File: src/rtl/bcd_pkg.sv
// Shared types and constants for the sequential BCD-to-binary converter.
// Also holds the illegal-digit helper used when BCD_2_BIN_DIGIT_CHECK_EN is defined.
package bcd_pkg;

    typedef enum logic [1:0] {
        IDLE  = 2'd0,
        SHIFT = 2'd1,
        DONE  = 2'd2
    } bcd_state_t;

    localparam int         BCD_DIGIT_W  = 4;
    localparam logic [3:0] BCD_CORR_THR = 4'd8;
    localparam logic [3:0] BCD_CORR_VAL = 4'd3;

    function automatic logic bcd_digit_illegal(input logic [BCD_DIGIT_W-1:0] digit);
        return digit > 4'd9;
    endfunction

endpackage

File: src/rtl/bcd_digit_corr.sv
// Per-digit correction cell for reverse double-dabble: digits of 8 or more lose 3.
// Inverse of the add-3 cell in the forward binary-to-BCD converter.
module bcd_digit_corr
    import bcd_pkg::*;
(
    input  logic [BCD_DIGIT_W-1:0] digit,
    output logic [BCD_DIGIT_W-1:0] corr
);

    assign corr = (digit >= BCD_CORR_THR) ? (digit - BCD_CORR_VAL) : digit;

endmodule

File: src/rtl/bcd_2_bin_seq.sv
// Iterative BCD-to-binary converter, one reverse double-dabble shift per clock.
// Define BCD_2_BIN_DIGIT_CHECK_EN to add err_o, flagging operands with digits above 9.
//
// state | meaning
// IDLE  | ready for an operand; in_ready_o=1
// SHIFT | BIN_WIDTH shift/correct iterations
// DONE  | result presented on bin_o until bin_ready_i
module bcd_2_bin_seq
    import bcd_pkg::*;
#(
    parameter int BIN_WIDTH = 8,
    parameter int BCD_WIDTH = 3
) (
    input  logic                   clk_i,
    input  logic                   rst_i,
    input  logic [BCD_WIDTH*4-1:0] bcd_i,
    input  logic                   in_valid_i,
    output logic                   in_ready_o,
    output logic [BIN_WIDTH-1:0]   bin_o,
    output logic                   ovf_o,
`ifdef BCD_2_BIN_DIGIT_CHECK_EN
    output logic                   err_o,
`endif
    output logic                   bin_valid_o,
    input  logic                   bin_ready_i
);

    localparam int BCD_BITS = BCD_WIDTH * BCD_DIGIT_W;
    localparam int SR_W     = BCD_BITS + BIN_WIDTH;
    localparam int CNT_W    = (BIN_WIDTH > 1) ? $clog2(BIN_WIDTH) : 1;

    bcd_state_t           state_q, state_d;
    logic [SR_W-1:0]      sr_q, sr_d, sr_shift;
    logic [BCD_BITS-1:0]  bcd_corr;
    logic [CNT_W-1:0]     cnt_q, cnt_d;
    logic [BIN_WIDTH-1:0] bin_q;
    logic                 ovf_q;
    logic                 load_res;
    logic                 last_iter;
    logic                 accept;

    assign sr_shift  = sr_q >> 1;
    assign last_iter = (cnt_q == CNT_W'(BIN_WIDTH - 1));
    assign accept    = (state_q == IDLE) && in_valid_i;

    for (genvar g = 0; g < BCD_WIDTH; g++) begin : g_corr
        bcd_digit_corr u_corr (
            .digit (sr_shift[BIN_WIDTH + g*BCD_DIGIT_W +: BCD_DIGIT_W]),
            .corr  (bcd_corr[g*BCD_DIGIT_W +: BCD_DIGIT_W])
        );
    end

    always_comb begin
        state_d  = state_q;
        sr_d     = sr_q;
        cnt_d    = cnt_q;
        load_res = 1'b0;
        case (state_q)
            IDLE: begin
                if (in_valid_i) begin
                    sr_d    = {bcd_i, BIN_WIDTH'(0)};
                    cnt_d   = '0;
                    state_d = SHIFT;
                end
            end
            SHIFT: begin
                sr_d  = {bcd_corr, sr_shift[BIN_WIDTH-1:0]};
                cnt_d = cnt_q + CNT_W'(1);
                if (last_iter) begin
                    load_res = 1'b1;
                    state_d  = DONE;
                end
            end
            DONE: begin
                if (bin_ready_i) state_d = IDLE;
            end
            default: state_d = IDLE;
        endcase
    end

    // Result is captured into its own register so it survives the next load of sr.
    always_ff @(posedge clk_i) begin
        if (rst_i) begin
            state_q <= IDLE;
            sr_q    <= '0;
            cnt_q   <= '0;
            bin_q   <= '0;
            ovf_q   <= 1'b0;
        end else begin
            state_q <= state_d;
            sr_q    <= sr_d;
            cnt_q   <= cnt_d;
            if (load_res) begin
                bin_q <= sr_d[BIN_WIDTH-1:0];
                ovf_q <= |bcd_corr;
            end
        end
    end

`ifdef BCD_2_BIN_DIGIT_CHECK_EN
    logic err_in;
    logic err_q;

    always_comb begin
        err_in = 1'b0;
        for (int i = 0; i < BCD_WIDTH; i++) begin
            err_in = err_in | bcd_digit_illegal(bcd_i[i*BCD_DIGIT_W +: BCD_DIGIT_W]);
        end
    end

    always_ff @(posedge clk_i) begin
        if (rst_i) begin
            err_q <= 1'b0;
        end else if (accept) begin
            err_q <= err_in;
        end
    end

    assign err_o = err_q;
`else
    logic unused_accept;
    assign unused_accept = accept;
`endif

    assign in_ready_o  = (state_q == IDLE);
    assign bin_valid_o = (state_q == DONE);
    assign bin_o       = bin_q;
    assign ovf_o       = ovf_q;

endmodule

File: config.mk
export PLATFORM = sky130hd
export DESIGN_NAME = bcd_2_bin_seq
export DESIGN_NICKNAME = d
export VERILOG_FILES = /design/src/rtl/bcd_pkg.sv /design/src/rtl/bcd_digit_corr.sv /design/src/rtl/bcd_2_bin_seq.sv
export SDC_FILE = /design/constraint.sdc
export NUM_CORES = 1
export LEC_CHECK = 0
export BUFFER_PORTS_ARGS = -buffer_cell sky130_fd_sc_hd__clkbuf_2
export CAP_MARGIN = 20
export CORE_MARGIN = 1
export CORE_UTILIZATION = 52
export DETAILED_ROUTE_END_ITERATION = 8
export HOLD_SLACK_MARGIN = 0.02
export PLACE_DENSITY = 0.81
export SYNTH_ARGS = -nofsm -noshare
export SYNTH_HDL_FRONTEND = slang
export SYNTH_SLANG_ARGS = --single-unit
File: constraint.sdc
create_clock -name clk_i -period 3.3 [get_ports clk_i]
set_input_delay 0.825 -clock clk_i [delete_from_list [all_inputs] [get_ports clk_i]]
set_output_delay 0.825 -clock clk_i [all_outputs]
set_load 0.005 [all_outputs]
* Word-level counts from Yosys, hierarchy flattened
Cells that the tools add are included.
** Storage, ports and cells
- Flip-flop bits (word level) :: 34
- Bits of input ports :: 16
- Output and inout port bits :: 11
** Cells by class
- $add $sub $neg :: 4
- Magnitude comparators :: 3
- Eq/ne operators :: 6
- Muxes and demuxes :: 13
- Reductions and logical operators :: 5
** Operators by type and width (count)
- 20-bit one-hot mux with 2 select lines :: 1
- 20-bit two-way mux :: 1
- 4-bit two-way mux :: 3
- 12-bit OR reduction :: 1
- 4-bit greater-or-equal comparator (second input constant) :: 2
- 4-bit by 2-bit subtractor with 4-bit output (second input constant) :: 2
- 2-bit two-way mux :: 3
- 2-bit one-hot mux with 3 select lines :: 1
- 3-bit one-hot mux with 2 select lines :: 1
- 3-bit by 4-bit greater-or-equal comparator with 1-bit output (second input constant) :: 1
- 2-bit inequality test (second input constant) :: 2
- 3-bit by 2-bit subtractor with 4-bit output (second input constant) :: 1
- 3-bit by 1-bit adder with 3-bit output (second input constant) :: 1
- 3-bit equality test (second input constant) :: 1
- 3-bit two-way mux :: 1
- 3-bit AND reduction :: 1
- 2-bit by 1-bit equality test with 1-bit output (second input constant) :: 1
- 2-bit equality test (second input constant) :: 1
- 2-bit zero test :: 1
- 1-bit two-way mux :: 2
- 2-bit by 1-bit inequality test with 1-bit output (second input constant) :: 1
- 2-bit AND reduction :: 1
- 2-bit nonzero test :: 1

* Logic depth before layout (Yosys ltp)
Gate-level depths: netlist of the first run.
- Depth after elaboration :: 3
- Gate-level depth with buffers :: 7
- Mapped depth without buffers :: 6

* Modules after synthesis
From an unflattened synthesis of the first run, not the netlist that was laid out.
** Second synthesis, totals
- Cell total of the unflattened synthesis :: 178
- Area, all modules :: 1551.5 um2
** By module, submodules not included
- bcd_2_bin_seq :: instances 1, cells an instance 145, area each 1322.5 um2, sequential area each 660.6 um2
- bcd_digit_corr :: instances 3, cells an instance 11, area each 76.3 um2, sequential area each 0.0 um2

* Least setup slack after synthesis of the first run
Ideal clock, no wire load.
- Path type :: input to register
- Start :: input port in_valid_i
- End :: register sr_q[9]
- Library setup time :: 0.128 ns
- Arrival time :: 1.551 ns
- Setup slack :: 1.622 ns
- Stages on the path :: 5
- Cell sequence :: nor2_2 > or2_0 > buf_6 > a222oi_1 > nor2_1
** On the way
- Word-level cells in the longest chain between the ends :: 2
** Ends and longest elaborated chain
- from (decl) :: line bcd_2_bin_seq.sv:17 : input logic in_valid_i,
- 2-bit inequality test (no source line)
- 2-bit AND reduction (no source line)
- to (signal assigned) :: line bcd_2_bin_seq.sv:91 : sr_q <= sr_d;
- to (decl) :: line bcd_2_bin_seq.sv:33 : logic [SR_W-1:0] sr_q, sr_d, sr_shift;
No other way between the ends.
A chain may end at the register's enable or synchronous reset.

* Worst setup path after layout of the first run
- Start :: register state_q[1]
- End :: output port bin_valid_o
** On the way
- Word-level cells in the longest chain between the ends :: 1
** Ends and longest elaborated chain
- from (decl) :: line bcd_2_bin_seq.sv:32 : bcd_state_t state_q, state_d;
- from (signal assigned) :: line bcd_2_bin_seq.sv:90 : state_q <= state_d;
- 2-bit equality test :: line bcd_2_bin_seq.sv:126 : assign bin_valid_o = (state_q == DONE);
- to (decl) :: line bcd_2_bin_seq.sv:24 : output logic bin_valid_o,
No other way between the ends.

==> results.md, run 1 <==
Synth:
- The synthesized netlist net count is 198.
- The combined area of all synthesized cells is 1520 um^2.
- The cell count after synthesis is 176.
- The number of enable flip-flop cells after synthesis is 0.
- The fraction of synthesized cell area taken by the top area cell type is 0.435.
- In this run the mean area of a mapped cell was 8.64 um^2.
- In the synthesized netlist the dominant register cell turns out to be sky130_fd_sc_hd__dfxtp_1.
- The biggest area consumer among synthesized cells is sky130_fd_sc_hd__dfxtp_1.
- The count of yosys warnings during synthesis is 0.
- The sequential cell area fraction in the yosys report is 0.435.
- By area the synthesized netlist is led by sky130_fd_sc_hd__dfxtp_1, sky130_fd_sc_hd__nand2_1, sky130_fd_sc_hd__a22oi_1.
- The async set or reset register ratio after synthesis is 0.
- The most used standard cell by instance count after synthesis is sky130_fd_sc_hd__dfxtp_1.
- The count of state elements after synthesis is 33.
- The number of library cell types mapped by synthesis is 34.
- By count the netlist is led by sky130_fd_sc_hd__dfxtp_1, sky130_fd_sc_hd__nand2_1, sky130_fd_sc_hd__nor2_1, sky130_fd_sc_hd__a21oi_1, sky130_fd_sc_hd__a22oi_1.

Finish:
- The final cell count without fillers is 230.
- Of the cells placed in the final design, the portion with a size suffix greater than 1 is 0.211.
- 0 antenna diodes ended up in the layout.
- The utilization after layout is 0.607.
- With fillers left out, the area of the finished cells amounts to 1670 um^2.
- The net count of the finished layout is 220.
- The relative area change from synthesis to final layout is 10.0%.

Timing:
- The number of setup violations in the final report is 0.
- The number of hold-slack violations in the final timing report came to 0.
- Setup repair after global routing left no endpoint under its margin.
- The actual slew at the worst max-slew pin is 0.659 ns.
- The highest achievable clock rate is 0.481 GHz.
- The final setup TNS is 0 ns.
- The max-slew violation total from the final report is 0.
- The smallest hold slack is 0.459 ns.
- Dividing the final minimum period by the clock period gives 0.630.
- After layout, the worst setup slack is between 1 and 1.5 ns.
- The worst slew margin relative to its limit is 0.560.
- The clock period minus final worst setup slack is 2.08 ns.
- For the final database, setup skew stands at 0.00589 ns.

GRT:
- The number of antenna violations at the first check in global routing is 0.
- The remaining global-route overflow is 0.
- The all-layer global routing usage is 0.213.
- The global-route wire length before repair is around 5100 um.
- Entering global routing, the biggest net connects 34 pins.
- The via count of the first global-routing pass is 1,162.

Drt:
- The count of unresolved DRC violations after routing is 0.
- The detail route stage leaves a number of antenna-violating nets equal to 0.
- Dividing the detail-routed wire length by the instance count gives approximately 13 um.
- The routed design has 3060 um of wire.
- The first-pass detailed-route iteration total is 4.
- For this block, the initial DRC count from the detailed router was 32.
- For this block, the via count after detailed routing is 1,296.
- Using the TritonRoute via totals, the vias-per-cell ratio works out to 5.63.

Placed design:
- OpenSTA, run right after detailed placement, puts the worst setup slack at 1.32 ns.
- Counting tap cells, the placed design contains a total of 222 instances.
- The final weighted congestion in routability-driven placement is around 0.82.
- The placed instances occupy a cell area of 1620 um^2.
- In this run the tool buffered the top-level ports with 26 buffer cells.
- The HPWL reported at the end of detailed placement is between 2000 and 2500 um.

Clocking:
- Counting along the longest clock path gives a buffer depth of 2.
- Clock latency on the worst-skew pair, taken at its later pin, is ~0.33 ns.
- The clock tree from TritonCTS is yes.
- The H-tree depth is 2.
- The count of buffers added by post-CTS timing repair for setup is 0.
- The register clock-pin slew on the reported worst setup and hold paths is 0.10 ns.
- Counting the buffers created by CTS gives 5.
- The number of instances resized during post-cts repair is 0.
- Hold repair after CTS inserted 0 buffers.
- The tree is rooted in a sky130_fd_sc_hd__clkbuf_4.
- The sink count of the clock tree is 33.

Run status:
- The run finished with clean final reports.

Worst setup path:
- The critical path is of the flop to output port type.
- For the worst setup path, the data required time is 2.47 ns.
- STA puts the critical path data arrival time at 1.25 ns.
- The largest fanout of any net on the critical path is 10.
- The kind of end point of the critical path is an output port.
- The type of element launching the critical path is a flop.
- The setup check on the worst reg-to-reg path leaves a slack of approximately 1.4 ns.

Job:
- The total of max-cap violations is 0.

Die:
- The die outline height is about 56 um.
- The floorplan die area is 3140 um^2.
- The initialized floorplan defines 19 standard-cell rows.
- The starting density of the core is 0.551.
- The region available for standard cell placement spans 2760 um^2.
- The die is 56.1 um wide.
- The total I/O pin count is 27.

Power:
- The power after layout is 0.742 mW.
- Summed over all cells, the static leakage comes to roughly 0.70 nW.
- IR analysis of the VDD net gives a maximum drop of 0.344 mV.
- The power density over the cells is between 400 and 500 nW/um^2.

Hold path:
- The tightest min-delay check is of the flop to flop type.
-- worst max-delay path, cell delays in order (launching register included) --
cell and delay (ns):
sky130_fd_sc_hd__dfxtp_1 0.55, sky130_fd_sc_hd__nor2b_1 0.23, sky130_fd_sc_hd__clkbuf_2 0.14
-- power breakdown --
group	total, mW	leakage (nW)	switching [mW]	internal (mW)
Combinational	0.0936	0.396	0.0507	0.0429
Clock	0.214	0.0320	0.133	0.0810
Sequential	0.434	0.269	0.0210	0.413
-- path summary, 6_finish.rpt --
check,endpoint,cells after the start,startpoint
worst max register to register,sr_q[10],5,state_q[0]
worst max-delay path,bin_valid_o,2,state_q[1]
worst min-delay path,bin_o[2],2,bin_o[2]
worst min register to register,bin_o[2],2,bin_o[2]
-- cell families (layout without fill, tap and decap cells) --
logic type	after synthesis	after routing	synth area share
buffers and inverters	18	41	0.0667
flip-flops	33	33	0.435
XOR/XNOR	4	4	0.0230
AND/OR/NAND/NOR	68	68	0.207
adder cells (fa/ha/maj)	6	6	0.0494
AO/OA/AOI/OAI	47	47	0.219
-- placed cells by master, fill, tap and decap left out, drive strengths merged, types with 3 or more instances in the layout --
master	instances
a311oi	3
nor2	21
nor2b	5
dfxtp	33
ha	6
nand2b	3
o21ai	5
inv	5
nand2	26
clkbuf	32
a21oi	13
a22oi	11
a31o	4
nor3	5
-- cell type report --
type                       instances  area, um^2
fill                             244        1080
clock inverter                     2        10.0
clock buffer                       6        41.3
timing repair buffer              28         145
sequential                        33         661
multi-input combinational        125         758
tap                               31        38.8
inverter                           5        18.8
-- registers in the layout, indices dropped and copies added, names as in the netlist --
| signal | flops |
|---|---|
| bin_o | 8 |
| cnt_q | 3 |
| ovf_o | 1 |
| sr_q | 19 |
| state_q | 2 |
-- metal layers --
| layer | wire length, um | GRT usage | vias to the layer above |
|---|---|---|---|
| li1 | - | - | 660 |
| met1 | 1440 | 0.264 | 601 |
| met2 | 1420 | 0.323 | 29 |
| met3 | 143 | 0.0721 | 6 |
| met4 | 60 | 0.122 | 0 |
| met5 | 0 | 0 | - |
Power figures use the tool's default switching activity.
==> run 2, diff against run 1 <==
--- a/config.mk
+++ b/config.mk
@@ -8,10 +8,10 @@
 export BUFFER_PORTS_ARGS = -buffer_cell sky130_fd_sc_hd__clkbuf_2
 export CAP_MARGIN = 20
 export CORE_MARGIN = 1
-export CORE_UTILIZATION = 52
+export CORE_UTILIZATION = 49
 export DETAILED_ROUTE_END_ITERATION = 8
 export HOLD_SLACK_MARGIN = 0.02
-export PLACE_DENSITY = 0.81
+export PLACE_DENSITY = 0.8
 export SYNTH_ARGS = -nofsm -noshare
 export SYNTH_HDL_FRONTEND = slang
 export SYNTH_SLANG_ARGS = --single-unit
==> constraint.sdc (replaced) <==
create_clock -name clk_i -period 1.8 [get_ports clk_i]
set_input_delay 0.45 -clock clk_i [delete_from_list [all_inputs] [get_ports clk_i]]
set_output_delay 0.45 -clock clk_i [all_outputs]
set_load 0.005 [all_outputs]
==> run 2 against run 1 <==
Against the previous run: the flow now finishes with violations (design-rule violations); non-clock buffer count rose by 4; cell count is 1.7% higher; worst setup slack got worse by 1.1 ns; power increased by 84%; clock skew grew 0.00058 ns; critical path depth stayed put; count of clock-buffer cells in the layout is the same; register-to-register slack got worse by 1.2 ns; cell area rose by 1.8%; largest cell class unchanged; largest power group unchanged; highest routed layer unchanged.
==> results.md, run 2 (synthesis gave the netlist of run 1 again) <==
Run status:
- The flow ran to the end, but the final reports show violations.
- The checks that failed: design-rule violations.

Clocking:
- The sink count of the clock tree is 33.
- The number of instances resized during post-cts repair is 0.
- The clock latency on the worst-skew pair is 0.34 ns.
- The hold buffer count at cts is 0.
- The count of buffers added by post-CTS timing repair for setup is 0.
- In this run the deepest clock path goes through 2 buffers.
- After clock tree synthesis, the clock-pin slew on the worst setup and hold paths is 0.09 ns.
- TritonCTS built the clock tree.
- The number of CTS-inserted buffers is 5.
- The root buffer cell chosen for the clock tree is sky130_fd_sc_hd__clkbuf_4.
- The H-tree depth is 2.

Timing:
- In the finished design, the share of the clock period the worst path needs comes to 0.930.
- The setup slack of the critical path after layout is roughly 0.13 ns.
- Derived from the worst setup path, the maximum achievable clock frequency is 0.597 GHz.
- The clock arrives with 0.00647 ns of skew.
- Setup repair after global routing left no endpoint under its margin.
- The actual slew at the worst max-slew pin is 0.375 ns.
- The number of setup violations in the final report is 0.
- The max-slew violation total from the final report is 0.
- The number of hold-slack violations in the final timing report is 0.
- The final setup TNS is 0 ns.
- The worst pin sits at a relative slew slack of 0.750.
- The clock period minus final worst setup slack is 1.67 ns.

Power:
- The analysis attributes to cell leakage a power of between 0.7 and 0.8 nW.
- The peak ir drop on the vdd network is 0.547 mV.
- The power density over the cells is 801 nW/um^2.

Worst setup path:
- The worst setup path is of the flop to output port kind.
- The type of element launching the critical path is a flop.
- The arrival time at the worst endpoint is 1.22 ns.
- The reg2reg setup slack is 0.21 ns.
- The worst setup path is captured at an output port.
- The cell family contributing the most delay on the critical path is flip-flops.
- The number of buffers and inverters on the critical path is 1.
- The largest fanout of any net on the critical path is 10.
- The data required time at the worst endpoint is about 1.4 ns.
- The highest-delay cell along the critical path is sky130_fd_sc_hd__dfxtp_1.
- Walking the worst path, the cells encountered are nor2b_1 -> clkbuf_2.
- The worst stage delay on the critical path is 0.53 ns.

Finish:
- The number of flip-flops in the largest register is 19.
- In the final layout, the share of cells above drive strength 1 is 0.227.
- The final layout contains roughly 220 nets.
- The library cell used most frequently in the layout, excluding fill and tap cells, is sky130_fd_sc_hd__dfxtp_1.
- In the layout the commonest cells are sky130_fd_sc_hd__dfxtp_1, sky130_fd_sc_hd__nand2_1, sky130_fd_sc_hd__clkbuf_2.
- The register ranked first by flip-flop count is sr_q.
- The antenna diode instance count is 0.
- The relative area change from synthesis to final layout is 12.0%.

Drt:
- The pre-antenna-repair detailed-routing pass consisted of 7 iterations.
- The number of vias in the routed layout is 1,340.
- After detailed routing, the number of remaining DRC violations is 1.
- The average wire length per cell after detail routing is 13.3 um.
- The post-detailed-route count of antenna-violating nets is 0.
- The via density per instance is 5.73.
- In this run, the number of DRC markers left after iteration 0 of detailed routing was 120.
- The routed wire length is 3120 um.

Die:
- In this run the horizontal extent of the chip is around 58 um.
- Measured along the y axis, the die boundary spans slightly below 60 um.
- In this run the core area contains 19 standard-cell rows.
- 27 I/O pins were placed.
- For this configuration, the core starts out at a cell density of 0.533.
- The placeable core region is 2850 um^2.
- The floorplan die area is 3330 um^2.

Job:
- The total of max-cap violations is 0.

GRT:
- The all-layer global routing usage is 0.208.
- The via count of the first global-routing pass is about 1,300.
- The global-route wire length before repair is 5230 um.
- The number of antenna violations at the first check in global routing came to 0.
- The remaining global-route overflow is 0.
- Entering global routing, the biggest net connects 19 pins.

Hold path:
- The worst min-delay path category is primary input to flop.

Placed design:
- At the end of routability-driven placement, the weighted congestion stood at between 0.8 and 0.9.
- The port buffer count is 26.
- The HPWL reported at the end of detailed placement is between 2000 and 2500 um.
- Before CTS, the worst setup slack after placement is 0.220 ns.
[run 2: cell count changes in the layout (fill, tap and decap cells not counted)]
| cell | change |
|---|---|
| sky130_fd_sc_hd__buf_4 | +4 |
[run 2: layout make-up]
| class | instances | area (um^2) |
|---|---|---|
| fillers | 250 | 1150 |
| inverters | 5 | 18.8 |
| multi-input cells | 125 | 758 |
| well taps | 31 | 38.8 |
| clock inverters | 2 | 10.0 |
| clock buffers | 6 | 41.3 |
| repair buffers | 32 | 175 |
| flip-flops and latches | 33 | 661 |
[run 2: final timing paths]
check / from / end / cells after the start
max reg2reg: state_q[0] / bin_o[6] / 5
min: bcd_i[8] / sr_q[16] / 3
min reg2reg: bin_o[2] / bin_o[2] / 2
max: state_q[1] / bin_valid_o / 2
[run 2: layer usage]
layer / share of wire / vias up / global-route usage
met3: 0.055 / 10 / 0.0647
met5: 0 / - / 0
li1: - / 665 / -
met2: 0.46 / 43 / 0.337
met1: 0.46 / 622 / 0.244
met4: 0.024 / 0 / 0.122
[run 2: metrics by stage]
stage,power [mW],cell area (um^2),utilization,hold slack [ns],instances
floorplan,0.943,1520,-,0.432,176
global placement,0.980,1650,0.579,0.443,226
detailed placement,0.990,1650,0.579,0.450,226
CTS,1.38,1700,0.597,0.343,234
global route,1.43,1700,0.597,0.371,234
finish,1.36,1700,0.597,0.351,234
[run 2: tightest hold or removal path, stage by stage]
cell and delay, ns:
sky130_fd_sc_hd__clkbuf_2 0.08, sky130_fd_sc_hd__nand2_1 0.04, sky130_fd_sc_hd__a311oi_1 0.07
[run 2: report_power, final]
part	internal, mW	switching, mW
clock network	0.148	0.240
logic	0.0835	0.0945
registers	0.758	0.0389
==> run 3, diff against run 2 <==
--- a/config.mk
+++ b/config.mk
@@ -12,6 +12,7 @@
 export DETAILED_ROUTE_END_ITERATION = 8
 export HOLD_SLACK_MARGIN = 0.02
 export PLACE_DENSITY = 0.8
+export REMOVE_ABC_BUFFERS = 1
 export SYNTH_ARGS = -nofsm -noshare
 export SYNTH_HDL_FRONTEND = slang
 export SYNTH_SLANG_ARGS = --single-unit
==> run 3 against run 2 <==
Against the previous run: the flow still finishes with violations (design-rule violations); die area unchanged; via count rose by 2.8%; power is 23% higher; cell area grew 3.8%; maximum frequency grew 0.59%; critical path type unchanged; highest routed layer unchanged.
==> results.md, run 3 (synthesis gave the netlist of run 1 again) <==
Run status:
- The run finished, with violations left.
- The checks that failed: design-rule violations.

Drt:
- The routed wire length is 3380 um.
- The first-pass detailed-route iteration total is 6.
- For this run, design rule violations remaining after detail routing come to 1.
- The count of nets left with antenna violations once routing finished came out at 0.
- For this block, the via count after detailed routing is around 1,400.
- The detailed router's first-iteration violation count is 102.
- The average wire length per cell after detail routing is ~14 um.
- The via density per instance is 5.86.

Clocking:
- In this run, post-CTS hold repair placed 0 buffers.
- Buffers inserted during clock tree synthesis total 5.
- The H-tree was split into 2 levels.
- TritonCTS built the clock tree.
- The sink count of the clock tree is 33.
- The clock latency on the worst-skew pair is 0.35 ns.
- The cell at the root of the clock tree is sky130_fd_sc_hd__clkbuf_4.
- The maximum clock insertion buffer count is 2.
- Clock-pin slew was measured on the worst setup and hold paths at 0.12 ns.

Worst setup path:
- The worst setup path is of the flop to output port kind.
- In this run the critical register-to-register path is captured at sr_q[4].
- The data required time at the worst endpoint is between 1 and 1.5 ns.
- On the worst path, the slowest cell contributes a delay of 0.38 ns.
- The worst setup path is captured at an output port.
- The worst setup path is launched from a flop.
- The path depth of the worst reg2reg path is 5.
- Data on the critical path arrives at its endpoint at 1.21 ns.
- The number of buffers and inverters on the critical path is 2.
- The worst register-to-register path begins at state_q[0].
- The source of the critical timing path is state_q[0].
- The worst register-to-register path has a setup slack of 0.24 ns.
- The kind of cell with the highest combined delay along the critical path is flip-flops.
- Walking the worst path, the cells encountered are buf_4 -> nor2_1 -> clkbuf_2.
- For this design, the slowest cell found on the critical path is sky130_fd_sc_hd__dfxtp_1.
- The largest fanout of any net on the critical path is 6.

Power:
- Of the total power, combinational logic draws 0.111.
- The part of the power in the clock network is 0.415.
- The analysis attributes to cell leakage a power of 0.749 nW.
- The share of total power dissipated in sequential elements is 0.475.
- Summed over all nets, the switching power comes to between 0.4 and 0.5 mW.
- The switching power as a share of total power is 0.242.
- In this run the power density over the cells is roughly 950 nW/um^2.
- The cell-internal power is 1.27 mW.
- The worst-case IR drop observed on VDD is between 0.7 and 0.8 mV.

Placed design:
- At the end of routability-driven placement, the weighted congestion stood at 0.869.
- The HPWL reported at the end of detailed placement is 2310 um.
- The port buffer count is 26.

Timing:
- The max-slew violation total from the final report came to 0.
- Hold is met by 0.333 ns.
- Setup repair after global routing left no endpoint under its margin.
- The worst slew margin relative to its limit is 0.578.
- The number of hold-slack violations in the final timing report is 0.
- Based on the critical path, the design can be clocked at up to 0.601 GHz.
- The final setup TNS is 0 ns.
- Setup violations remaining at the end of the flow were counted as 0.
- The share of the clock period used by the worst path after layout is 0.925.
- The worst path in the final design needs a cycle of 1.66 ns, including I/O delays and setup.
- The actual slew at the worst max-slew pin is 0.633 ns.
- The worst setup skew after layout is 0.0165 ns.

Finish:
- Leaving out fill and tap cells, the most frequent cell in the layout is sky130_fd_sc_hd__dfxtp_1.
- The net count of the finished layout is ~230.
- The register with the most flip-flops in the layout has 19 of them.
- The ratio of cells with drive above 1 in the final layout is 0.240.
- In the layout the commonest cells are sky130_fd_sc_hd__dfxtp_1, sky130_fd_sc_hd__nand2_1, sky130_fd_sc_hd__clkbuf_2.
- The number of antenna diodes in the final layout is 0.
- The register ranked first by flip-flop count is sr_q.
- After filler insertion, the fill cell instance count of the layout stands at 255.
- The area growth from synthesis to layout is 16.3%.
- The utilization after layout is 0.620.

GRT:
- The number of antenna violations at the first check in global routing came to 0.
- The first global-routing pass estimated 5830 um of wire.
- The remaining global-route overflow is 0.
- The via count of the first global-routing pass was 1,297.
- Across every metal layer, demand over resource in global routing totals 0.231.
- Entering global routing, the biggest net connects 18 pins.

Die:
- The horizontal die dimension is 57.7 um.
- The floorplan step set the die height to 57.7 um.
- The starting density of the core is 0.533.
- The number of placement rows is 19.
- In this run the standard cell core region covers approximately 2900 um^2.
- The floorplan die area is 3330 um^2.
- The total I/O pin count is 27.

Hold path:
- Counting instances, the worst hold path has a depth of 3.
- The path class of the tightest hold or removal check is primary input to flop.
- The capture endpoint of the worst hold path is sr_q[16].
- The hold path startpoint is bcd_i[8].

Job:
- Across the run, the number of max-cap violations was 0.
run 3: cell types whose count changed in the layout (fill, tap and decap cells not counted):
cell                        previous run  this run
sky130_fd_sc_hd__bufinv_16             0         2
sky130_fd_sc_hd__buf_4                 6         7
sky130_fd_sc_hd__clkbuf_1              1         0
sky130_fd_sc_hd__clkinv_2              2         1
sky130_fd_sc_hd__dfxtp_1              33        32
sky130_fd_sc_hd__dfxtp_2               0         1
sky130_fd_sc_hd__nor2b_2               1         0
sky130_fd_sc_hd__nor2b_4               0         1
run 3: worst max path at each step:
stage / endpoint / slack (ns) / cells past startpoint
final: in_ready_o / 0.14 / 3
after global routing: in_ready_o / 0.07 / 3
after CTS: bin_valid_o / 0.08 / 2
after detailed placement: sr_q[4] / 0.09 / 6
after global placement: bin_o[0] / 0.17 / 5
after floorplan: ovf_o / 0.08 / 4
run 3: tightest hold or removal path, delay by kind of cell:
family                 cells  cell delay [ns]
AOI/OAI and AO/OA          1             0.07
and+or+nand+nor            1             0.05
buffers and inverters      1             0.08
run 3: per-stage QoR:
step / instances / power, mW / cell area [um^2] / setup slack, ns
final: 235 / 1.68 / 1770 / 0.136
after global routing: 235 / 1.75 / 1770 / 0.0743
after CTS: 235 / 1.68 / 1760 / 0.0830
after detailed placement: 227 / 0.991 / 1660 / 0.0859
after global placement: 227 / 0.981 / 1660 / 0.171
after floorplan: 163 / 0.916 / 1440 / 0.0769
run 3: layout make-up:
type | count | area (um^2) | area share
Clock buffer | 5 | 37.5 | 0.0212
Clock inverter | 3 | 65.1 | 0.0368
Multi-Input combinational cell | 125 | 763 | 0.432
Tap cell | 31 | 38.8 | 0.0219
Timing Repair Buffer | 33 | 183 | 0.103
Sequential cell | 33 | 662 | 0.374
Inverter | 5 | 18.8 | 0.0106
run 3: routing by layer:
metal | up-vias | track usage | share of wire
met5 | - | 0 | 0
met4 | 0 | 0.126 | 0.032
met3 | 11 | 0.0647 | 0.057
met2 | 44 | 0.359 | 0.47
met1 | 652 | 0.292 | 0.44
li1 | 670 | - | -
run 3: repair_timing:
action	in CTS	in global routing
gates resized for setup	0	2
endpoints found under the setup margin	0	9
setup buffers	0	0
run 3: power by group through the flow:
| stage | Combinational, mW | Clock (mW) | Sequential [mW] |
|---|---|---|---|
| after floorplan | 0.113 | 0 | 0.802 |
| after global placement | 0.172 | 0 | 0.809 |
| final | 0.186 | 0.697 | 0.798 |
| after detailed placement | 0.179 | 0 | 0.812 |
| after global routing | 0.207 | 0.737 | 0.802 |
| after CTS | 0.183 | 0.701 | 0.796 |
